==> src/rtl/complement_pipe.sv <==
// complement_pipe: two-stage, LANES-wide sign/complement converter.
//   mode 0: sign-magnitude (with external per-lane sign) -> two's complement
//   mode 1: two's complement -> sign-magnitude (sign reported on out_sign)
// Stage 1 captures the beat plus per-lane zero/sign-combine flags; stage 2 is
// the output register holding the converted lanes. Valid/ready with full
// backpressure, one beat per cycle when the consumer keeps up.
// Optional feature macro: COMPLEMENT_SAT_EN -- saturate the mode-1 magnitude
// of the most-negative input to all-ones and flag it on out_sat; without it
// that magnitude wraps to zero and out_sat stays 0.
module complement_pipe #(
  parameter int LANES = 4,
  parameter int WIDTH = 16
) (
  input  logic                   clk,
  input  logic                   rst_n,
  input  logic                   in_valid,
  output logic                   in_ready,
  input  logic                   in_mode,
  input  logic [LANES-1:0]       in_sign,
  input  logic [LANES*WIDTH-1:0] in_data,
  output logic                   out_valid,
  input  logic                   out_ready,
  output logic [LANES*WIDTH-1:0] out_data,
  output logic [LANES-1:0]       out_sign,
  output logic [LANES-1:0]       out_zero,
  output logic [LANES-1:0]       out_sat
);

  localparam int DW = LANES * WIDTH;

  // Pipeline advance strobes
  logic s2_adv;
  logic s1_adv;

  // Stage 1 registers
  logic             s1_valid_q, s1_valid_d;
  logic             s1_mode_q,  s1_mode_d;
  logic [DW-1:0]    s1_data_q,  s1_data_d;
  logic [LANES-1:0] s1_zero_q,  s1_zero_d;
  logic [LANES-1:0] s1_c_q,     s1_c_d;

  // Stage 2 (output) registers
  logic             out_valid_q, out_valid_d;
  logic [DW-1:0]    out_data_q,  out_data_d;
  logic [LANES-1:0] out_sign_q,  out_sign_d;
  logic [LANES-1:0] out_zero_q,  out_zero_d;
  logic [LANES-1:0] out_sat_q,   out_sat_d;

  // Per-lane combinational results
  logic [LANES-1:0] in_zero;
  logic [LANES-1:0] in_c;
  logic [DW-1:0]    cv_data;
  logic [LANES-1:0] cv_sign;
  logic [LANES-1:0] cv_sat;

  genvar gi;
  generate
    for (gi = 0; gi < LANES; gi++) begin : g_lane
      logic [WIDTH-1:0] in_lane;
      logic [WIDTH-1:0] x;
      logic [WIDTH-2:0] neg_low;
      logic [WIDTH-1:0] lane_out;
      logic             lane_sign;
      logic             lane_sat;

      // Stage-1 flags: all-zero lane, and external sign combined with lane MSB
      assign in_lane     = in_data[gi*WIDTH +: WIDTH];
      assign in_zero[gi] = (in_lane == '0);
      assign in_c[gi]    = in_sign[gi] ^ in_lane[WIDTH-1];

      // Low WIDTH-1 bits of the negation serve both directions: in mode 0 it
      // is the complement of the magnitude, in mode 1 the magnitude of a
      // negative word.
      assign x       = s1_data_q[gi*WIDTH +: WIDTH];
      assign neg_low = ~x[WIDTH-2:0] + {{(WIDTH-2){1'b0}}, 1'b1};

      // Convert one held lane according to the beat's sampled mode
      always_comb begin
        lane_out  = '0;
        lane_sign = 1'b0;
        lane_sat  = 1'b0;
        if (!s1_zero_q[gi]) begin
          lane_sign = s1_c_q[gi];
          if (!s1_mode_q) begin
            lane_out = {s1_c_q[gi], s1_c_q[gi] ? neg_low : x[WIDTH-2:0]};
          end else begin
            lane_out = {1'b0, x[WIDTH-1] ? neg_low : x[WIDTH-2:0]};
`ifdef COMPLEMENT_SAT_EN
            // Most-negative word has no representable magnitude: clamp it
            if (x[WIDTH-1] && (x[WIDTH-2:0] == '0)) begin
              lane_out = {1'b0, {(WIDTH-1){1'b1}}};
              lane_sat = 1'b1;
            end
`endif
          end
        end
      end

      assign cv_data[gi*WIDTH +: WIDTH] = lane_out;
      assign cv_sign[gi]                = lane_sign;
      assign cv_sat[gi]                 = lane_sat;
    end
  endgenerate

  // Flow control: a stage advances when it is empty or its successor advances
  assign s2_adv   = !out_valid_q | out_ready;
  assign s1_adv   = !s1_valid_q | s2_adv;
  assign in_ready = rst_n & s1_adv;

  // Next-state for both stages; each holds unless its stage advances
  always_comb begin
    s1_valid_d  = s1_valid_q;
    s1_mode_d   = s1_mode_q;
    s1_data_d   = s1_data_q;
    s1_zero_d   = s1_zero_q;
    s1_c_d      = s1_c_q;
    out_valid_d = out_valid_q;
    out_data_d  = out_data_q;
    out_sign_d  = out_sign_q;
    out_zero_d  = out_zero_q;
    out_sat_d   = out_sat_q;

    if (s1_adv) begin
      s1_valid_d = in_valid;
      if (in_valid) begin
        s1_mode_d = in_mode;
        s1_data_d = in_data;
        s1_zero_d = in_zero;
        s1_c_d    = in_c;
      end
    end

    if (s2_adv) begin
      out_valid_d = s1_valid_q;
      if (s1_valid_q) begin
        out_data_d = cv_data;
        out_sign_d = cv_sign;
        out_zero_d = s1_zero_q;
        out_sat_d  = cv_sat;
      end
    end
  end

  // State registers; reset discards any in-flight beats
  always_ff @(posedge clk or negedge rst_n) begin
    if (!rst_n) begin
      s1_valid_q  <= 1'b0;
      s1_mode_q   <= 1'b0;
      s1_data_q   <= '0;
      s1_zero_q   <= '0;
      s1_c_q      <= '0;
      out_valid_q <= 1'b0;
      out_data_q  <= '0;
      out_sign_q  <= '0;
      out_zero_q  <= '0;
      out_sat_q   <= '0;
    end else begin
      s1_valid_q  <= s1_valid_d;
      s1_mode_q   <= s1_mode_d;
      s1_data_q   <= s1_data_d;
      s1_zero_q   <= s1_zero_d;
      s1_c_q      <= s1_c_d;
      out_valid_q <= out_valid_d;
      out_data_q  <= out_data_d;
      out_sign_q  <= out_sign_d;
      out_zero_q  <= out_zero_d;
      out_sat_q   <= out_sat_d;
    end
  end

  assign out_valid = out_valid_q;
  assign out_data  = out_data_q;
  assign out_sign  = out_sign_q;
  assign out_zero  = out_zero_q;
  assign out_sat   = out_sat_q;

endmodule

==> config.mk <==
export PLATFORM = sky130hd
export DESIGN_NAME = complement_pipe
export DESIGN_NICKNAME = d
export VERILOG_FILES = /design/src/rtl/complement_pipe.sv
export SDC_FILE = /design/constraint.sdc
export NUM_CORES = 1
export LEC_CHECK = 0
export ABC_CLOCK_PERIOD_IN_PS = 2100
export BUFFER_PORTS_ARGS = -buffer_cell sky130_fd_sc_hd__buf_2
export CAP_MARGIN = 5
export CORE_ASPECT_RATIO = 2
export CORE_UTILIZATION = 35
export DETAILED_ROUTE_END_ITERATION = 10
export HOLD_SLACK_MARGIN = 0.12
export PLACE_DENSITY = 0.59
export SETUP_SLACK_MARGIN = 0.05
export SYNTH_ARGS = -nofsm -noshare
export SYNTH_HDL_FRONTEND = slang
export SYNTH_SLANG_ARGS = --single-unit
==> constraint.sdc <==
create_clock -name clk -period 2.1 [get_ports clk]
set_input_delay 0.315 -clock clk [delete_from_list [all_inputs] [get_ports clk]]
set_output_delay 0.315 -clock clk [all_outputs]
set_load 0.05 [all_outputs]
==> metrics.yaml <==
status: "complete, no violations"
io_pins: 151
rsz0062_at_grt: "false"
cts_made_buffers: 17
finalSetupViolations: 0
final_nets: 854
grt_pass1_wl_um: 28100
p_leak_nw: 3.99
io_buffers: 146
grt_usage_pct: 18.0
vias: 5197
yosys-top-cells-area: "dfrtp_1, mux2_2, xnor2_1"
timing.rr.end: "s1_data_q[5]"
clock_sinks: 147
insertedDiodeCount: 0
first_global_vias: 5306
worstHoldStart: "in_data[36]"
arrival_ns: 1.58
hold_path_class: "input pin to flip-flop"
fin_area_um2: 8700
max_freq_mhz: 529
netlist-cell-type-count: 42
post-cts-setup-buffers: 0
synth_most_common_cell: "dfrtp_1"
gp_congestion: 0.803
drt_iter0_markers: 113
cts-root-buf: "clkbuf_16"
fp.dieArea_um2: 20600
die_height_um: 202
rows: 72
cts.hold.buffers_added: 4
grt_antenna_before_repair: 0
start_kind: "flip-flop"
hold_end: "s1_data_q[36]"
drc: 0
synthCells: 611
wire_per_inst_um: 16.7
critPathRequiredTime_ns: 1.78
insertion_delay_ns: 0.42
cts_max_level: 4
path_class: "flip-flop to output port"
hold_ws_ns: 0.134
hold_depth: 2
max_slew_margin_pct: 42.3
path_max_fanout: 13
avgSynthCellArea_um2: 11.4
worst_slew_pin_slew_ns: 0.866
cts_resized: 0
overflow: 0
chipWidth_um: 102
hold_viol_final: 0
synth_area_um2: 6990
yosys_register_bits: 147
synth_top_area_share_pct: 52.6
viasPerCell: 4.95
wl_um: 17500
grt_max_degree: 148
clock_skew_ns: 0.00689
dpl.hpwl_um: 13200
clk_path_buf_depth: 2
drive_gt1_share_pct: 35.3
synthTopCellsByCount: "dfrtp_1, mux2_2, nand2_1"
max_cap_viol_count: 0
synthArstFlopShare_pct: 100
dpl-instance-area_um2: 8110
maxSlewViolCount: 0
initial_core_util_pct: 35.9
ff2ff_path_depth: 4
syn2layout_area_growth_pct: 24.5
powerDensity_nw_per_um2: 1220
rr_startpoint: "s1_valid_q"
postRouteAntennaNets: 0
synth_ff_type: "dfrtp_1"
core-area_um2: 19500
endpoint_kind: "output port"
yosys.area.top_type: "dfrtp_1"
ys_warn_count: 0
fin_setup_tns_ns: 0
peakVddDrop_v: 0.000400
fin_crit_sh_pct: 90.1
cts_tree: "done"
cts.clk_slew.worst_paths_ns: 0.06
r2r_slack_ns: 0.25
seq_area_frac_synth_pct: 52.6
fin_crit_ns: 1.89
first_pass_iters: 4
synth_edf_count: 0
==> metrics by stage <==
step	cells	util (%)	power, W	setup slack [ns]
floorplan	614	-	0.00678	0.0587
global placement	1013	41.7	0.00781	0.204
detailed placement	1013	41.7	0.00785	0.216
CTS	1049	44.7	0.0108	0.185
global route	1049	44.7	0.0112	0.0981
finish	1049	44.7	0.0106	0.208
==> cell families (layout without fill, tap and decap cells) <==
group                      after synthesis  in the layout  share of synthesized area, %
other                                    1              4                        0.0537
AOI/OAI and AO/OA                      119            119                          11.9
adders and majority gates                4              4                         0.716
DFF                                    147            147                          52.6
and+or+nand+nor                        154            154                          11.3
buffers and inverters                   54            230                          3.92
muxes                                   81             81                          13.1
xor gates and xnor gates                51             51                          6.39
==> per-layer routing <==
| layer | vias up | part of all wire, % | wire, um | GRT usage [%] |
|---|---|---|---|---|
| met1 | 2528 | 38 | 6620 | 19.4 |
| met2 | 102 | 57 | 9880 | 33.3 |
| met3 | 24 | 3.3 | 572 | 3.39 |
| met5 | - | 0 | 0 | 0 |
| li1 | 2543 | - | - | - |
| met4 | 0 | 2.3 | 409 | 7.40 |
==> cell type report <==
class                           instances  area, um^2
Clock buffer                           20         447
Timing Repair Buffer                  177        1000
Clock inverter                         12         108
Inverter                               21        78.8
Fill cell                            1937       10800
Tap cell                              259         324
Sequential cell                       147        3680
Multi-Input combinational cell        413        3060
==> flip-flops by register name (all words and copies together), names as in the netlist <==
register,flops
s1_zero_q,4
out_data,64
s1_valid_q,1
out_valid,1
s1_data_q,64
s1_mode_q,1
out_sign,4
s1_c_q,4
out_zero,4
==> worst max-delay path: stages (launching register included) <==
cell and delay, ns:
dfrtp_1 0.39, nor2b_1 0.13, buf_4 0.19, a21boi_1 0.16
buf_2 0.28
==> report_power, final <==
group | internal [W] | switching (W) | total (W)
Combinational | 0.00119 | 0.00257 | 0.00376
Sequential | 0.00346 | 0.000533 | 0.00399
Clock | 0.00166 | 0.00122 | 0.00288
Total | 0.00631 | 0.00432 | 0.0106
==> worst max-delay path by stage <==
stage / startpoint / to / slack [ns]
5_1_grt: s1_valid_q / s1_data_q[3] / 0.1
6_report: out_valid / in_ready / 0.21
3_5_place_dp: s1_valid_q / s1_data_q[48] / 0.22
3_3_place_gp: s1_valid_q / s1_data_q[48] / 0.20
4_1_cts: out_valid / in_ready / 0.19
2_1_floorplan: out_valid / in_ready / 0.06
==> cells in the final DEF, fill, tap and decap left out, drive strengths merged, types with 2 or more instances in the layout <==
cell / synthesis / final
buf: 22 / 173
dfrtp: 147 / 147
mux2: 73 / 73
nand2: 53 / 53
xnor2: 31 / 31
nor4: 28 / 28
o21ai: 27 / 27
nor2: 26 / 26
a22o: 26 / 26
inv: 21 / 23
o31ai: 22 / 22
xor2: 20 / 20
clkbuf: 11 / 20
nor3: 16 / 16
a31oi: 15 / 15
a21oi: 13 / 13
nand2b: 9 / 9
a41oi: 9 / 9
mux2i: 8 / 8
nand4: 7 / 7
nor3b: 7 / 7
clkinv: 0 / 6
ha: 4 / 4
conb: 1 / 4
dlygate4sd3: 0 / 4
a32oi: 3 / 3
clkinvlp: 0 / 3
nand4b: 2 / 2
or4: 2 / 2
Power figures use the tool's default switching activity.
